**src/rtl/multicycle_pkg.sv**
```systemverilog
// Shared types and constants for the multicycle controller.
// Feature macro honoured by the controller: MULTICYCLE_CTRL_ILLEGAL_TRAP_EN.
package multicycle_pkg;

    localparam int ALU_CTRL_WIDTH = 4;

    // Controller states; TRAP is only reachable when the trap macro is defined.
    typedef enum logic [3:0] {
        S_FETCH    = 4'd0,
        S_DECODE   = 4'd1,
        S_MEMADR   = 4'd2,
        S_MEMREAD  = 4'd3,
        S_MEMWB    = 4'd4,
        S_MEMWRITE = 4'd5,
        S_EXECR    = 4'd6,
        S_EXECI    = 4'd7,
        S_ALUWB    = 4'd8,
        S_BRANCH   = 4'd9,
        S_JAL      = 4'd10,
        S_TRAP     = 4'd11
    } state_t;

    // ALU operation encodings
    localparam logic [3:0] ALU_AND = 4'b0000;
    localparam logic [3:0] ALU_OR  = 4'b0001;
    localparam logic [3:0] ALU_ADD = 4'b0010;
    localparam logic [3:0] ALU_SUB = 4'b0110;
    localparam logic [3:0] ALU_SLT = 4'b0111;
    localparam logic [3:0] ALU_NOR = 4'b1100;

    // Supported opcodes
    localparam logic [6:0] OP_LW  = 7'b0000011;
    localparam logic [6:0] OP_SW  = 7'b0100011;
    localparam logic [6:0] OP_R   = 7'b0110011;
    localparam logic [6:0] OP_I   = 7'b0010011;
    localparam logic [6:0] OP_BR  = 7'b1100011;
    localparam logic [6:0] OP_JAL = 7'b1101111;

    // Branch funct3 values
    localparam logic [2:0] F3_BEQ = 3'b000;
    localparam logic [2:0] F3_BNE = 3'b001;

    // Operand A select
    localparam logic [1:0] SRCA_PC    = 2'b00;
    localparam logic [1:0] SRCA_OLDPC = 2'b01;
    localparam logic [1:0] SRCA_RS1   = 2'b10;

    // Operand B select
    localparam logic [1:0] SRCB_RS2  = 2'b00;
    localparam logic [1:0] SRCB_IMM  = 2'b01;
    localparam logic [1:0] SRCB_FOUR = 2'b10;

    // Result mux select
    localparam logic [1:0] RES_ALUOUT  = 2'b00;
    localparam logic [1:0] RES_MEMDATA = 2'b01;
    localparam logic [1:0] RES_ALU     = 2'b10;

    // Only beq and bne are implemented among the branches.
    function automatic logic branch_f3_ok(input logic [2:0] f3);
        return (f3 == F3_BEQ) || (f3 == F3_BNE);
    endfunction

endpackage

```
**src/rtl/multicycle_ctrl_alu_op_decoder.sv**
```systemverilog
// ALU operation decoder: maps funct3/funct7_5 of an ALU instruction to an
// alu_control code and flags funct3 values this core does not implement.
module alu_op_decoder
    import multicycle_pkg::*;
(
    input  logic       i_is_rtype,
    input  logic [2:0] i_funct3,
    input  logic       i_funct7_5,
    output logic [3:0] o_alu_control,
    output logic       o_illegal
);

    // funct7_5 only selects SUB for register-register ops; addi ignores it.
    always_comb begin
        o_alu_control = ALU_ADD;
        o_illegal     = 1'b0;
        case (i_funct3)
            3'b000:  o_alu_control = (i_is_rtype && i_funct7_5) ? ALU_SUB : ALU_ADD;
            3'b010:  o_alu_control = ALU_SLT;
            3'b110:  o_alu_control = ALU_OR;
            3'b111:  o_alu_control = ALU_AND;
            default: o_illegal     = 1'b1;
        endcase
    end

endmodule

```
**src/rtl/multicycle_ctrl.sv**
```systemverilog
// Multicycle control FSM for an RV32I subset (lw, sw, R-ALU, I-ALU, beq,
// bne, jal). Moore outputs except the memory-handshake strobes in FETCH /
// MEMWRITE and pc_write in BRANCH.
// Optional macro MULTICYCLE_CTRL_ILLEGAL_TRAP_EN: illegal instructions enter
// an absorbing TRAP state and set a sticky illegal_instr flag; otherwise they
// retire as NOPs and illegal_instr is tied low.
module multicycle_ctrl
    import multicycle_pkg::*;
#(
    parameter int ALU_CTRL_W = ALU_CTRL_WIDTH,
    parameter int STATE_W    = 4
) (
    input  logic                  clk,
    input  logic                  reset,
    input  logic [6:0]            opcode,
    input  logic [2:0]            funct3,
    input  logic                  funct7_5,
    input  logic                  zero,
    input  logic                  mem_ready,
    output logic                  mem_req,
    output logic                  mem_write,
    output logic                  adr_src,
    output logic                  ir_write,
    output logic                  pc_write,
    output logic                  reg_write,
    output logic [1:0]            alu_src_a,
    output logic [1:0]            alu_src_b,
    output logic [1:0]            result_src,
    output logic [ALU_CTRL_W-1:0] alu_control,
    output logic                  instr_retired,
    output logic                  illegal_instr
);

    logic [STATE_W-1:0] r_state;
    state_t             w_state;
    state_t             w_next;
    logic [3:0]         w_alu;
    logic [3:0]         w_dec_alu;
    logic               w_dec_illegal;
    logic               w_take_illegal;

    assign w_state     = state_t'(r_state[3:0]);
    assign alu_control = ALU_CTRL_W'(w_alu);

    alu_op_decoder u_alu_dec (
        .i_is_rtype    (opcode == OP_R),
        .i_funct3      (funct3),
        .i_funct7_5    (funct7_5),
        .o_alu_control (w_dec_alu),
        .o_illegal     (w_dec_illegal)
    );

    // State register; reset abandons any instruction in flight.
    always_ff @(posedge clk) begin
        if (reset) r_state <= STATE_W'(S_FETCH);
        else       r_state <= STATE_W'(w_next);
    end

    // Next-state and output decode; everything is forced low while in reset.
    always_comb begin
        w_next         = w_state;
        w_take_illegal = 1'b0;
        mem_req        = 1'b0;
        mem_write      = 1'b0;
        adr_src        = 1'b0;
        ir_write       = 1'b0;
        pc_write       = 1'b0;
        reg_write      = 1'b0;
        alu_src_a      = SRCA_PC;
        alu_src_b      = SRCB_RS2;
        result_src     = RES_ALUOUT;
        w_alu          = ALU_AND;
        instr_retired  = 1'b0;

        case (w_state)
            S_FETCH: begin
                mem_req    = 1'b1;
                alu_src_a  = SRCA_PC;
                alu_src_b  = SRCB_FOUR;
                w_alu      = ALU_ADD;
                result_src = RES_ALU;
                if (mem_ready) begin
                    ir_write = 1'b1;
                    pc_write = 1'b1;
                    w_next   = S_DECODE;
                end
            end
            S_DECODE: begin
                // Branch/jal target oldPC+imm lands in alu_out for later use.
                alu_src_a = SRCA_OLDPC;
                alu_src_b = SRCB_IMM;
                w_alu     = ALU_ADD;
                case (opcode)
                    OP_LW, OP_SW: w_next = S_MEMADR;
                    OP_R: begin
                        if (w_dec_illegal) w_take_illegal = 1'b1;
                        else               w_next = S_EXECR;
                    end
                    OP_I: begin
                        if (w_dec_illegal) w_take_illegal = 1'b1;
                        else               w_next = S_EXECI;
                    end
                    OP_BR: begin
                        if (branch_f3_ok(funct3)) w_next = S_BRANCH;
                        else                      w_take_illegal = 1'b1;
                    end
                    OP_JAL:  w_next = S_JAL;
                    default: w_take_illegal = 1'b1;
                endcase
                if (w_take_illegal) begin
`ifdef MULTICYCLE_CTRL_ILLEGAL_TRAP_EN
                    w_next = S_TRAP;
`else
                    w_next        = S_FETCH;
                    instr_retired = 1'b1;
`endif
                end
            end
            S_MEMADR: begin
                alu_src_a = SRCA_RS1;
                alu_src_b = SRCB_IMM;
                w_alu     = ALU_ADD;
                w_next    = (opcode == OP_LW) ? S_MEMREAD : S_MEMWRITE;
            end
            S_MEMREAD: begin
                mem_req = 1'b1;
                adr_src = 1'b1;
                if (mem_ready) w_next = S_MEMWB;
            end
            S_MEMWB: begin
                result_src    = RES_MEMDATA;
                reg_write     = 1'b1;
                instr_retired = 1'b1;
                w_next        = S_FETCH;
            end
            S_MEMWRITE: begin
                mem_req   = 1'b1;
                mem_write = 1'b1;
                adr_src   = 1'b1;
                if (mem_ready) begin
                    instr_retired = 1'b1;
                    w_next        = S_FETCH;
                end
            end
            S_EXECR: begin
                alu_src_a = SRCA_RS1;
                alu_src_b = SRCB_RS2;
                w_alu     = w_dec_alu;
                w_next    = S_ALUWB;
            end
            S_EXECI: begin
                alu_src_a = SRCA_RS1;
                alu_src_b = SRCB_IMM;
                w_alu     = w_dec_alu;
                w_next    = S_ALUWB;
            end
            S_ALUWB: begin
                result_src    = RES_ALUOUT;
                reg_write     = 1'b1;
                instr_retired = 1'b1;
                w_next        = S_FETCH;
            end
            S_BRANCH: begin
                // PC reloads from the target computed in DECODE.
                alu_src_a     = SRCA_RS1;
                alu_src_b     = SRCB_RS2;
                w_alu         = ALU_SUB;
                result_src    = RES_ALUOUT;
                pc_write      = (funct3 == F3_BEQ) ? zero : ~zero;
                instr_retired = 1'b1;
                w_next        = S_FETCH;
            end
            S_JAL: begin
                // PC takes the target; ALU forms the link value for ALUWB.
                alu_src_a  = SRCA_OLDPC;
                alu_src_b  = SRCB_FOUR;
                w_alu      = ALU_ADD;
                result_src = RES_ALUOUT;
                pc_write   = 1'b1;
                w_next     = S_ALUWB;
            end
            S_TRAP:  w_next = S_TRAP;
            default: w_next = S_FETCH;
        endcase

        if (reset) begin
            mem_req        = 1'b0;
            mem_write      = 1'b0;
            adr_src        = 1'b0;
            ir_write       = 1'b0;
            pc_write       = 1'b0;
            reg_write      = 1'b0;
            alu_src_a      = SRCA_PC;
            alu_src_b      = SRCB_RS2;
            result_src     = RES_ALUOUT;
            w_alu          = ALU_AND;
            instr_retired  = 1'b0;
        end
    end

`ifdef MULTICYCLE_CTRL_ILLEGAL_TRAP_EN
    logic r_illegal;

    // Sticky flag set on the DECODE->TRAP transition, cleared only by reset.
    always_ff @(posedge clk) begin
        if (reset)               r_illegal <= 1'b0;
        else if (w_take_illegal) r_illegal <= 1'b1;
    end

    assign illegal_instr = r_illegal & ~reset;
`else
    assign illegal_instr = 1'b0;
`endif

endmodule

```
**config.mk**
```make
export PLATFORM = sky130hd
export DESIGN_NAME = multicycle_ctrl
export DESIGN_NICKNAME = d
export VERILOG_FILES = /design/src/rtl/multicycle_pkg.sv /design/src/rtl/multicycle_ctrl_alu_op_decoder.sv /design/src/rtl/multicycle_ctrl.sv
export SDC_FILE = /design/constraint.sdc
export NUM_CORES = 1
export LEC_CHECK = 0
export BUFFER_PORTS_ARGS = -buffer_cell sky130_fd_sc_hd__buf_2
export CAP_MARGIN = 20
export CORE_MARGIN = 1
export CORE_UTILIZATION = 47
export CTS_BUF_LIST = sky130_fd_sc_hd__clkbuf_4
export CTS_CLUSTER_DIAMETER = 200
export DETAILED_ROUTE_END_ITERATION = 12
export PLACE_DENSITY = 0.79
export SYNTH_ARGS = -nofsm -noshare
export SYNTH_HDL_FRONTEND = slang
export SYNTH_SLANG_ARGS = --single-unit
```
**constraint.sdc**
```tcl
create_clock -name clk -period 1.9 [get_ports clk]
set_input_delay 0.19 -clock clk [delete_from_list [all_inputs] [get_ports clk]]
set_output_delay 0.19 -clock clk [all_outputs]
set_load 0.01 [all_outputs]
```
# Yosys cells after proc, flatten, opt, wreduce, memory -nomap -nowiden
# Index checks and enable logic that the tools add are counted.
[word_totals]
reg_bits = 4
in_bits = 15
[classes]
mux = 41
n_eq_ne = 28
reduce_logical = 20
bitwise_logic = 1
[ops]
columns = ["op", "n"]
rows = [
  ["4-bit two-way mux", 8],
  ["4-bit one-hot mux with 7 select lines", 1],
  ["4-bit one-hot mux with 5 select lines", 1],
  ["1-bit two-way mux", 18],
  ["4-bit by 3-bit equality test with 1-bit output (second input constant)", 4],
  ["4-bit equality test (second input constant)", 4],
  ["4-bit one-hot mux with 4 select lines", 1],
  ["3-bit OR reduction", 5],
  ["7-bit by 6-bit equality test with 1-bit output (second input constant)", 2],
  ["7-bit equality test (second input constant)", 2],
  ["2-bit OR reduction", 7],
  ["4-bit inequality test (second input constant)", 3],
  ["2-bit one-hot mux with 2 select lines", 3],
  ["4-bit one-hot mux with 3 select lines", 1],
  ["4-bit OR reduction", 3],
  ["1-bit one-hot mux with 3 select lines", 3],
  ["4-bit by 2-bit equality test with 1-bit output (second input constant)", 2],
  ["7-bit by 2-bit equality test with 1-bit output (second input constant)", 1],
  ["7-bit by 5-bit equality test with 1-bit output (second input constant)", 1],
  ["7-bit by 2-bit inequality test with 1-bit output (second input constant)", 1],
  ["7-bit AND reduction", 1],
  ["3-bit equality test (second input constant)", 2],
  ["2-bit two-way mux", 3],
  ["3-bit two-way mux", 2],
  ["other kinds (9)", 11],
]

# Longest topological paths before layout
# Gate-level depths: netlist (run 1).
[logic_depth]
word_depth = 8
depth_mapped = 5
depth_no_buf = 4

# Hierarchy
# From an unflattened synthesis (run 1), not the netlist that was laid out.
[hier_totals]
hier_cells = 116
hier_area_um2 = 777.0
[modules_own_cells]
columns = ["mod", "instances", "cells_per_inst", "area_each_um2", "seq_area_each_um2"]
rows = [
  ["multicycle_ctrl", 1, 109, 735.7, 80.1],
  ["alu_op_decoder", 1, 7, 41.3, 0.0],
]

# Least setup slack after synthesis (run 1)
# Ideal clock, no wire load.
[synth_timing]
kind = "reg-to-output"
from = "register r_state[2]"
to = "output port ir_write"
path_slack_ns = 0.400
t_required_ns = 1.710
path_stages_with_launch = 5
n_path_buf = 1
t_arrival_ns = 1.310
path_cell_list = "dfxtp_1 > buf_6 > or2_4 > nor4_1 > and2_1"
[synth_via]
elab_chain_len = 3
[synth_rtl]
columns = ["element", "line_no", "text"]
rows = [
  ["start, declared", "multicycle_ctrl.sv:34", "logic [STATE_W-1:0] r_state;"],
  ["start signal, assigned", "multicycle_ctrl.sv:55", "if (reset) r_state <= STATE_W'(S_FETCH);"],
  ["start signal, assigned", "multicycle_ctrl.sv:56", "else r_state <= STATE_W'(w_next);"],
  ["4-bit zero test", "multicycle_ctrl.sv:75", "case (w_state)"],
  ["1-bit two-way mux", "multicycle_ctrl.sv:75", ""],
  ["1-bit two-way mux", "multicycle_ctrl.sv:186", "if (reset) begin"],
  ["end, declared", "multicycle_ctrl.sv:23", "output logic ir_write,"],
]
# Every way passes these cells.

# Worst setup path after layout (run 1)
[layout_timing]
from = "register r_state[3]"
to = "output port instr_retired"
[layout_via]
elab_chain_len = 4
[layout_rtl]
columns = ["element", "line_no", "text"]
rows = [
  ["4-bit equality test or 4-bit by 3-bit equality test with 1-bit output (tied branches)", "multicycle_ctrl.sv:75", ""],
  ["3-bit OR reduction (no source line)", "--", ""],
  ["1-bit one-hot mux with 3 select lines *", "multicycle_ctrl.sv:75", ""],
  ["1-bit two-way mux *", "multicycle_ctrl.sv:186", ""],
  ["end, declared", "multicycle_ctrl.sv:30", "output logic instr_retired,"],
]
# Mark *: on every way between the ends. The rest lies on a longest branch, timed or not.

==> results by group, run 1 <==
Synthesis
  – Post-synth ARST share: 0%
  – Register area share after synthesis: between 10% and 20%
  – Post-synthesis cell type count: 45
  – Syn_area_per_cell: around 6.7 sq um
  – Ys flop type: dfxtp_1
  – Ys Warns: 0
  – Top post-synthesis cells by area: dfxtp_1 (10%), nor2_1 (7.2%), nand2b_1 (5.6%), nor4_1 (4.8%), o41ai_2 (4.2%)
  – Mapped Area: about 800 sq um
  – Cell accounting for the most synthesized area: dfxtp_1
  – Mapped Cells: 117
  – Post-synthesis register bit count: 4
  – Post-synth EDFFs: 0
  – Area share of the largest cell type after synthesis: 10.3%

Final layout
  – Non-filler cells, final: ~160
  – Nets@finish: 163
  – Layout Area Growth over Synthesis: 22.8%
  – Antenna diodes: 0
  – Max reg flops: 4
  – Fill cells: 137
  – Regs by FF count: r_state: 4 flops
  – Reg with most FFs: r_state
  – Share of cells above drive strength 1: between 30% and 40%

Timing
  – Fin Setup TNS: 0 ps
  – Fin crit period: 1770 ps
  – Fmax: between 0.5 and 0.6 GHz
  – Layout Skew: between 0.8 and 0.9 ps
  – Post-route clock period utilization: between 90% and 100%
  – RSZ-0062 raised after global routing: false
  – Final hold violation count: 0
  – Max-slew violation count: 0
  – # setup viols final: 0
  – Final worst setup slack: approximately 130 ps

Setup path
  – CP arrival: ~1600 ps
  – Crit Reg-Reg Endpoint: r_state[3]
  – Cell Chain, Critical Path: or2_4, or3_4, a22oi_1, buf_2
  – Max FO, Critical Path: 9
  – Required time worst endpoint: about 1700 ps
  – Startpoint class of the critical path: flop
  – Worst-case reg-to-reg path depth: 3
  – Setup crit end kind: output port
  – Critical path's largest stage delay: approximately 370 ps
  – Flop-to-flop setup slack: 440 ps
  – Slowest cell on crit path: dfxtp_1
  – Worst Setup Path Type: flop to output port
  – Reg-to-reg startpoint: r_state[3]

Routing
  – Avg WL per Cell: roughly 13 microns
  – Drt total wl: between 2 and 2.5 mm
  – # DRC: 0
  – Via count: 959
  – Via density: between 5 and 6
  – DRT antenna net count: 0
  – DRT iter0 DRCs: 31
  – Pre-antenna DRT Iters: 4

CTS
  – Post-CTS Setup Inserts: 0
  – Clock root buffer: clkbuf_4
  – Htree depth: 1
  – Clock transition at path regs: approximately 30 ps
  – CTS tree: built
  – Resize count post-CTS: 0
  – Clk_lat worst skew: between 200 and 250 ps
  – Cts hold-fix bufs: 0
  – CTS sink count: 4
  – TritonCTS Buffers: 3
  – Clock buffer depth: 2

Die
  – Rows: 14
  – Core area: ~1500 sq um
  – Initial cell density of the core: roughly half
  – I/O Pins: 33
  – Die area: 1830 sq um
  – Die X: about 43 microns
  – Die height: around 43 microns

Place
  – HPWL Detailed: 1.70 mm
  – Setup slack at placement: about 360 ps
  – Number of port buffers: 30
  – DP Cell Count: roughly 160
  – Placer congestion estimate: a little over 0.9

Pwr
  – Pwr Density: ~320 nW/um^2
  – Worst vdd rail ir drop: approximately 0.29 mV
  – Static Leak: ~0.43 nW

GRT
  – Met3 GRT Util: 3.40%
  – GR Layer Usage met2: between 40 and 50%
  – First-pass GRT wire length: about 3.8 mm
  – Number of global-route vias before repair: between 900 and 1000
  – Largest net degree at the start of global routing: 20
  – GR peak layer: met2
  – Gr ovfl total: 0
  – Antenna violations before repair: 0
  – Tot GR Track Use: between 20% and 30%
  – Met1 usage: 33.8%

Hold path
  – Hold Crit Class: input port to flop
  – Hold path depth: 3
  – Hold endpoint: r_state[3]
  – Hold Startpoint: opcode[0]

Run status
  – Status: finished clean

Job
  – Max-Cap Viols: 0
## synthesized netlist by cell type (all sizes together), types with 2 or more instances
master  instances
xor2            2
a32oi           2
mux2i           2
nand3           3
a21oi           5
nor3            6
nor4            6
nor2b           4
a22oi           3
a31oi           3
nand2b          7
nor2           15
nand2           5
o21a            2
clkbuf          4
dfxtp           4
o22ai           2
o21ai           5
or4             3
and2            2
inv             6
o41ai           2
buf             4
or3             2
or2             2
## worst max-delay path: cells and delay by family (launching register included)
kind,cells,cell delay [ps]
and+or+nand+nor,2,630
DFF,1,370
AOI/OAI and AO/OA,1,190
buffers and inverters,1,160
## where the power goes
group | switching [W] | internal [W]
logic | 0.0000732 | 0.0000509
registers | 0.00000111 | 0.0000860
clock network | 0.0000289 | 0.0000702
total | 0.000103 | 0.000207
## final cells by class
class	instances	area, sq um	share of cell area, %
Clock buffer	3	22.5	2.35
Inverter	6	22.5	2.35
Multi-Input combinational cell	100	639	66.7
Sequential cell	4	81.3	8.49
Tap cell	16	20.0	2.09
Timing Repair Buffer	33	173	18.0
## cells in the final DEF, fill, tap and decap left out, drive strengths merged, types with 3 or more instances in the layout
master / synthesis / routed
clkbuf: 4 / 3
or4: 3 / 3
nand2b: 7 / 7
nor2b: 4 / 4
a22oi: 3 / 3
nand3: 3 / 3
nand2: 5 / 5
buf: 4 / 33
o21ai: 5 / 5
dfxtp: 4 / 4
a31oi: 3 / 3
nor4: 6 / 6
nor3: 6 / 6
nor2: 15 / 15
a21oi: 5 / 5
inv: 6 / 6
## metal layers
metal  part of all wire, %  vias to the layer above
li1                      -                      497
met1                    45                      427
met3                   5.3                        2
met2                    49                       33
met4                  0.88                        0
met5                     0                        -
## cell families (layout without fill, tap and decap cells)
logic type / count (synthesis) / after routing / synth area share [%]
compound gates: 31 / 31 / 29.5
xor+xnor: 2 / 2 / 2.24
buf+inv: 14 / 42 / 8.65
flops: 4 / 4 / 10.3
mux: 3 / 3 / 4.01
other cells: 1 / 2 / 0.480
simple gates: 62 / 62 / 44.9
## worst max path at each step
stage	startpoint	to	slack [ps]	depth (start not counted)
floorplan	r_state[2]	ir_write	400	4
CTS	r_state[2]	instr_retired	100	4
global placement	reset	alu_control[2]	370	6
detailed placement	r_state[2]	instr_retired	360	4
finish	r_state[3]	instr_retired	130	4
global route	r_state[3]	alu_control[2]	20	5
## per-stage QoR
step	power, W	utilization [%]	hold slack (ps)	cell area (sq um)
after floorplan	0.000165	-	402	785
after global placement	0.000208	61.2	566	932
after detailed placement	0.000210	61.2	564	932
after CTS	0.000316	62.6	321	955
after global routing	0.000334	62.9	340	958
final	0.000310	62.9	336	958
Power figures use the tool's default switching activity.
==> run 2: changes to the inputs <==
==> constraint.sdc (replaced) <==
create_clock -name clk -period 1.8 [get_ports clk]
set_input_delay 0.18 -clock clk [delete_from_list [all_inputs] [get_ports clk]]
set_output_delay 0.18 -clock clk [all_outputs]
set_load 0.01 [all_outputs]
==> run 2 against run 1 <==
  * Critical path depth did not move
  * Core utilization rose by 2.6 points
  * Combinational power rose by 7%
  * Total power rose by 6.6%
==> results by group, run 2 (same netlist as run 1, synthesis figures left out) <==
Timing
  – RSZ-0062 raised after global routing: false (unchanged)
  – Post-route clock period utilization: slightly below 100%
  – # setup viols final: 0 (unchanged)
  – Max-slew violation count: 0 (unchanged)
  – Final hold violation count: 0 (unchanged)
  – Final worst setup slack: 26.0 ps (was 129 ps)
  – Layout Skew: 0.440 ps (was 0.858 ps)
  – Fmax: between 0.5 and 0.6 GHz
  – Fin Setup TNS: 0 ps (unchanged)
  – Fin crit period: 1770 ps

Die
  – Initial cell density of the core: 51.2% (unchanged)
  – Die area: 1830 sq um (unchanged)
  – Rows: 14 (unchanged)
  – Die height: 42.8 microns (unchanged)
  – Die X: 42.8 microns (unchanged)
  – Core area: 1520 sq um (unchanged)
  – I/O Pins: 33 (unchanged)

Routing
  – Avg WL per Cell: 13.1 microns (was 13.3 microns)
  – Pre-antenna DRT Iters: 4 (unchanged)
  – DRT antenna net count: 0 (unchanged)
  – Drt total wl: 2.16 mm (about the same)
  – Via count: 965 (was 959)
  – Via density: 5.88 (was 5.92)
  – # DRC: 0 (unchanged)
  – DRT iter0 DRCs: 26 (was 31)

GRT
  – First-pass GRT wire length: 3.35 mm (was 3.83 mm)
  – Gr ovfl total: 0 (unchanged)
  – Largest net degree at the start of global routing: 20 (unchanged)
  – Tot GR Track Use: 22.8% (was 26.3%)
  – Antenna violations before repair: 0 (unchanged)
  – Number of global-route vias before repair: 803 (was 939)

Pwr
  – Clk pwr share: 32.2% (was 31.9%)
  – Pwr Density: 331 nW/um^2 (was 324 nW/um^2)
  – Static Leak: 0.443 nW (was 0.429 nW)
  – Share of power burned in registers: 27.7% (was 28.1%)
  – P_int: 0.000219 W (was 0.000207 W)
  – Switch Pwr: 0.000112 W (was 0.000103 W)
  – Power share of the combinational group: 40.1% (was 40.0%)
  – Worst vdd rail ir drop: 0.315 mV (was 0.287 mV)
  – Sw Share: 33.7% (was 33.3%)

Setup path
  – Required time worst endpoint: 1620 ps (was 1710 ps)
  – Worst Setup Path Type: flop to output port (unchanged)
  – Worst-case reg-to-reg path depth: 3 (unchanged)
  – Flop-to-flop setup slack: 320 ps (was 440 ps)
  – Max FO, Critical Path: 10 (was 9)
  – Startpoint class of the critical path: flop (unchanged)
  – CP arrival: 1590 ps (was 1580 ps)
  – Reg-to-reg startpoint: r_state[2] (was r_state[3])
  – Crit Reg-Reg Endpoint: r_state[0] (was r_state[3])
  – Setup crit end kind: output port (unchanged)

CTS
  – Clock buffer depth: 2 (unchanged)
  – Clock transition at path regs: 40 ps (was 30 ps)
  – TritonCTS Buffers: 3 (unchanged)
  – Cts hold-fix bufs: 0 (unchanged)
  – CTS tree: built (unchanged)
  – Htree depth: 1 (unchanged)
  – Clk_lat worst skew: 230 ps (about the same)
  – Clock root buffer: clkbuf_4 (unchanged)
  – CTS sink count: 4 (unchanged)

Hold path
  – Hold endpoint: r_state[3] (unchanged)
  – Hold path depth: 3 (unchanged)
  – Hold Startpoint: opcode[0] (unchanged)
  – Hold Crit Class: input port to flop (unchanged)

Final layout
  – Most frequent cells in the layout: buf_2 (30), nor2_1 (14) (was buf_2 (30), nor2_1 (14), nand2b_1 (7))
  – Final instance area: 998 sq um (was 958 sq um)
  – Max reg flops: 4 (unchanged)
  – Share of cells above drive strength 1: 34.5% (was 30.1%)
  – Nets@finish: 165 (was 163)
  – Antenna diodes: 0 (unchanged)
  – Fill cells: 142 (was 137)
  – Layout Area Growth over Synthesis: 27.9% (was 22.8%)
  – Regs by FF count: r_state: 4 flops (unchanged)
  – Reg with most FFs: r_state (unchanged)
  – Commonest non-fill, non-tap cell in the layout: buf_2 (unchanged)

Place
  – HPWL Detailed: 1.71 mm (was 1.70 mm)
  – Dpl cell area: 947 sq um (was 932 sq um)
  – Placer congestion estimate: 0.923 (was 0.920)
  – Number of port buffers: 30 (unchanged)
  – Setup slack at placement: 211 ps (was 357 ps)

Run status
  – Status: finished clean (unchanged)

Job
  – Max-Cap Viols: 0 (unchanged)
==> run 2: cell count changes in the layout (fill, tap and decap cells not counted), sizes merged <==
cell	before	now
buf	33	35
==> run 2: layout make-up <==
cell class	count	area, sq um	area share, %
tap	16	20.0	2.01
inverter	6	22.5	2.26
timing repair buffer	35	188	18.8
sequential	4	86.3	8.65
multi-input combinational	100	659	66.0
clock buffer	3	22.5	2.26
==> run 2: power by group through the flow <==
stage | clock network (W) | registers, W | logic [W]
after CTS | 0.000116 | 0.0000929 | 0.000130
after global placement | 0 | 0.0000934 | 0.000126
after global routing | 0.000116 | 0.0000918 | 0.000146
final | 0.000107 | 0.0000917 | 0.000133
after detailed placement | 0 | 0.0000935 | 0.000128
after floorplan | 0 | 0.0000929 | 0.0000808
==> run 2: critical path, cell delays in order, from the launching register on <==
cell and delay, ps:
dfxtp_4 360, or2_4 270, or3_4 370, a22oi_2 210, buf_2 150
==> run 2: repair_timing <==
item | CTS | global route
resized for setup | 5 | 4
endpoints found under the setup margin | 2 | 2
setup buffers | 0 | 0
pin swaps | 0 | 0
==> run 2: how the worst max path moves through the flow <==
| stage | from | end | slack, ps |
|---|---|---|---|
| 6_report | r_state[2] | instr_retired | 30 |
| 5_1_grt | r_state[2] | instr_retired | 2 |
| 4_1_cts | r_state[2] | instr_retired | 4 |
| 3_5_place_dp | r_state[3] | alu_control[2] | 210 |
| 3_3_place_gp | r_state[2] | instr_retired | 270 |
| 2_1_floorplan | r_state[2] | ir_write | 310 |
==> run 2: stage by stage <==
stage	hold WS (ps)	instances	utilization, %	power (W)
after floorplan	392	118	-	0.000174
after global placement	535	161	62.2	0.000219
after detailed placement	557	161	62.2	0.000221
after CTS	301	164	64.5	0.000338
after global routing	330	164	65.5	0.000354
final	310	164	65.5	0.000331
==> run 2: routing by layer <==
layer  vias up  global-route usage (%)  share of wire, %
met1       438                    31.9                47
met5         -                       0                 0
met2        27                    38.2                49
met3         0                       0               4.5
li1        500                       -                 -
met4         0                    6.25                 0
==> run 3: changes to the inputs <==
--- a/config.mk
+++ b/config.mk
@@ -5,6 +5,7 @@
 export SDC_FILE = /design/constraint.sdc
 export NUM_CORES = 1
 export LEC_CHECK = 0
+export ABC_CLOCK_PERIOD_IN_PS = 1800
 export BUFFER_PORTS_ARGS = -buffer_cell sky130_fd_sc_hd__buf_2
 export CAP_MARGIN = 20
 export CORE_MARGIN = 1
@@ -13,6 +14,8 @@
 export CTS_CLUSTER_DIAMETER = 200
 export DETAILED_ROUTE_END_ITERATION = 12
 export PLACE_DENSITY = 0.79
+export RECOVER_POWER = 100
 export SYNTH_ARGS = -nofsm -noshare
 export SYNTH_HDL_FRONTEND = slang
+export SYNTH_HIERARCHICAL = 1
 export SYNTH_SLANG_ARGS = --single-unit
==> run 3 against run 2 <==
  * Sequential share of layout area is 0.18 points higher
  * Die area is 0.44% lower
  * Critical path depth stayed put
  * Critical path type unchanged
  * Critical endpoint is now pc_write
==> results by group, run 3 <==
Synthesis
  – Register area share after synthesis: 10.3% (about the same)
  – Most instantiated library cell after synthesis: nor3_1 (was nor2_1)
  – Syn_area_per_cell: 6.70 sq um (was 6.67 sq um)
  – Mapped Area: 777 sq um (was 781 sq um)
  – Area share of the largest cell type after synthesis: 10.3% (about the same)
  – Ys Warns: 6 (was 0)
  – Syn Nets: approximately 130
  – Post-synth ARST share: 0% (unchanged)
  – Post-synthesis register bit count: 4 (unchanged)
  – Ys flop type: dfxtp_1 (unchanged)
  – Mapped Cells: 116 (was 117)
  – Most common library cells after synthesis: nor3_1 (9), nand2_1 (8), nor2_1 (8) (was nor2_1 (15), nand2b_1 (7), inv_1 (6), nor3_1 (6), nor4_1 (6))
  – Post-synth EDFFs: 0 (unchanged)
  – Top post-synthesis cells by area: dfxtp_1 (10%), nor3_1 (5.8%), nand2b_1 (5.6%), a21oi_1 (3.9%), nand2_1 (3.9%) (was dfxtp_1 (10%), nor2_1 (7.2%), nand2b_1 (5.6%), nor4_1 (4.8%), o41ai_2 (4.2%))
  – Cell accounting for the most synthesized area: dfxtp_1 (unchanged)
  – Post-synthesis cell type count: 47 (was 45)

Final layout
  – Nets@finish: 161 (was 165)
  – FF/Latch Area: 87.6 sq um (was 86.3 sq um)
  – Area of the multi-input gates: 652 sq um (was 659 sq um)
  – Share of cells above drive strength 1: 34.7% (was 34.5%)
  – Antenna diodes: 0 (unchanged)
  – Reg with most FFs: r_state (unchanged)
  – Regs by FF count: r_state: 4 flops (unchanged)
  – Most frequent cells in the layout: buf_2 (19), nand2_1 (8), nor3_1 (8), nor2_1 (8), clkbuf_1 (8) (was buf_2 (30), nor2_1 (14))
  – Max reg flops: 4 (unchanged)
  – Commonest non-fill, non-tap cell in the layout: buf_2 (unchanged)
  – Fill cells: 155 (was 142)
  – Layout Area Growth over Synthesis: 27.7% (was 27.9%)

GRT
  – Tot GR Track Use: 23.8% (was 22.8%)
  – Antenna violations before repair: 0 (unchanged)
  – First-pass GRT wire length: 3.39 mm (was 3.35 mm)
  – Number of global-route vias before repair: 849 (was 803)
  – Largest net degree at the start of global routing: 19 (was 20)
  – Gr ovfl total: 0 (unchanged)

Routing
  – Via density: 5.92 (was 5.88)
  – # DRC: 0 (unchanged)
  – Pre-antenna DRT Iters: 4 (unchanged)
  – Via count: 947 (was 965)
  – DRT iter0 DRCs: 41 (was 26)
  – DRT antenna net count: 0 (unchanged)
  – Drt total wl: 2.03 mm (was 2.16 mm)
  – Avg WL per Cell: 12.7 microns (was 13.1 microns)

Setup path
  – Setup crit end kind: output port (unchanged)
  – Flop-to-flop setup slack: 290 ps (was 320 ps)
  – Reg-to-reg startpoint: r_state[3] (was r_state[2])
  – Crit path launch: r_state[0] (was r_state[2])
  – CP arrival: 1530 ps (was 1590 ps)
  – Worst Setup Path Type: flop to output port (unchanged)
  – Startpoint class of the critical path: flop (unchanged)
  – Required time worst endpoint: 1620 ps (about the same)
  – Max FO, Critical Path: 8 (was 10)

Timing
  – # setup viols final: 0 (unchanged)
  – Layout Skew: 4.10 ps (was 0.440 ps)
  – Post-route clock period utilization: 95.2% (was 98.6%)
  – Fmax: 0.584 GHz (was 0.564 GHz)
  – WHS: 313 ps (was 310 ps)
  – Final hold violation count: 0 (unchanged)
  – Fin Setup TNS: 0 ps (unchanged)
  – Max-slew violation count: 0 (unchanged)
  – RSZ-0062 raised after global routing: false (unchanged)
  – Fin crit period: 1710 ps (was 1770 ps)

Place
  – Number of port buffers: 30 (unchanged)
  – HPWL Detailed: 1.64 mm (was 1.71 mm)
  – Placer congestion estimate: 0.823 (was 0.923)

CTS
  – Clock root buffer: clkbuf_4 (unchanged)
  – Clk_lat worst skew: 240 ps (was 230 ps)
  – CTS tree: built (unchanged)
  – TritonCTS Buffers: 3 (unchanged)
  – Post-CTS Setup Inserts: 0 (unchanged)
  – Htree depth: 1 (unchanged)
  – Clock buffer depth: 2 (unchanged)
  – Clock transition at path regs: 40 ps (about the same)
  – CTS sink count: 4 (unchanged)

Die
  – Die area: 1820 sq um (was 1830 sq um)
  – Die X: 42.7 microns (was 42.8 microns)
  – Die height: 42.7 microns (was 42.8 microns)
  – I/O Pins: 33 (unchanged)
  – Rows: 14 (unchanged)
  – Initial cell density of the core: 51.0% (was 51.2%)
  – Core area: 1520 sq um (unchanged)

Run status
  – Status: finished clean (unchanged)

Hold path
  – Hold Crit Class: input port to flop (unchanged)
  – Hold Startpoint: reset (was opcode[0])

Pwr
  – Pwr Density: 337 nW/um^2 (was 331 nW/um^2)
  – Static Leak: 0.407 nW (was 0.443 nW)
  – Worst vdd rail ir drop: 0.225 mV (was 0.315 mV)
  – Total power: 0.000335 W (was 0.000331 W)

Job
  – Max-Cap Viols: 0 (unchanged)
==> run 3: final timing paths <==
kind / end / cells past startpoint
worst min register to register: r_state[2] / 3
worst max-delay path: pc_write / 4
worst max register to register: r_state[3] / 5
worst min-delay path: r_state[1] / 2
==> run 3: repair_timing <==
item,4_1_cts,5_1_grt
resized for setup,2,7
hold buffers,0,0
setup endpoints to repair,1,6
==> run 3: report_power, final <==
part / leakage (nW) / switching, W / internal, W
combinational: 0.358 / 0.0000695 / 0.0000573
clock: 0.0138 / 0.0000400 / 0.0000748
sequential: 0.0346 / 0.00000298 / 0.0000901
total: 0.407 / 0.000112 / 0.000222
==> run 3: cells by family after synthesis <==
logic type      count (synthesis)  synth area share (%)
compound gates                 32                  30.4
xor+xnor                        6                  6.76
buf+inv                        14                  8.05
flops                           4                  10.3
mux                             1                  1.45
other cells                     2                 0.967
simple gates                   57                  42.0
==> run 3: cell type report <==
type                    count  share of cell area (%)
multi-input cells          98                    65.7
repair buffers             37                    20.4
flip-flops and latches      4                    8.83
clock buffers               3                    2.27
well taps                  16                    2.02
inverters                   2                   0.757
==> run 3: per-layer routing <==
metal	global-route usage [%]	part of all wire [%]
met5	0	0
met4	5.63	0
met3	3.83	4.8
met2	43.6	52
met1	28.3	43
==> run 3: per-stage QoR <==
step                cells  setup WS, ps  area [sq um]  utilization (%)
floorplan             116          88.3           777                -
global placement      157           174           957             62.8
detailed placement    157           153           957             62.8
CTS                   160          15.0           982             64.4
global route          160          12.8           992             65.1
finish                160          86.6           992             65.1
==> run 3: worst max-delay path: stages (launching register included) <==
cell       delay (ps)
dfxtp_4           370
inv_1              90
o31a_1            310
a2111oi_2         330
clkbuf_2          190
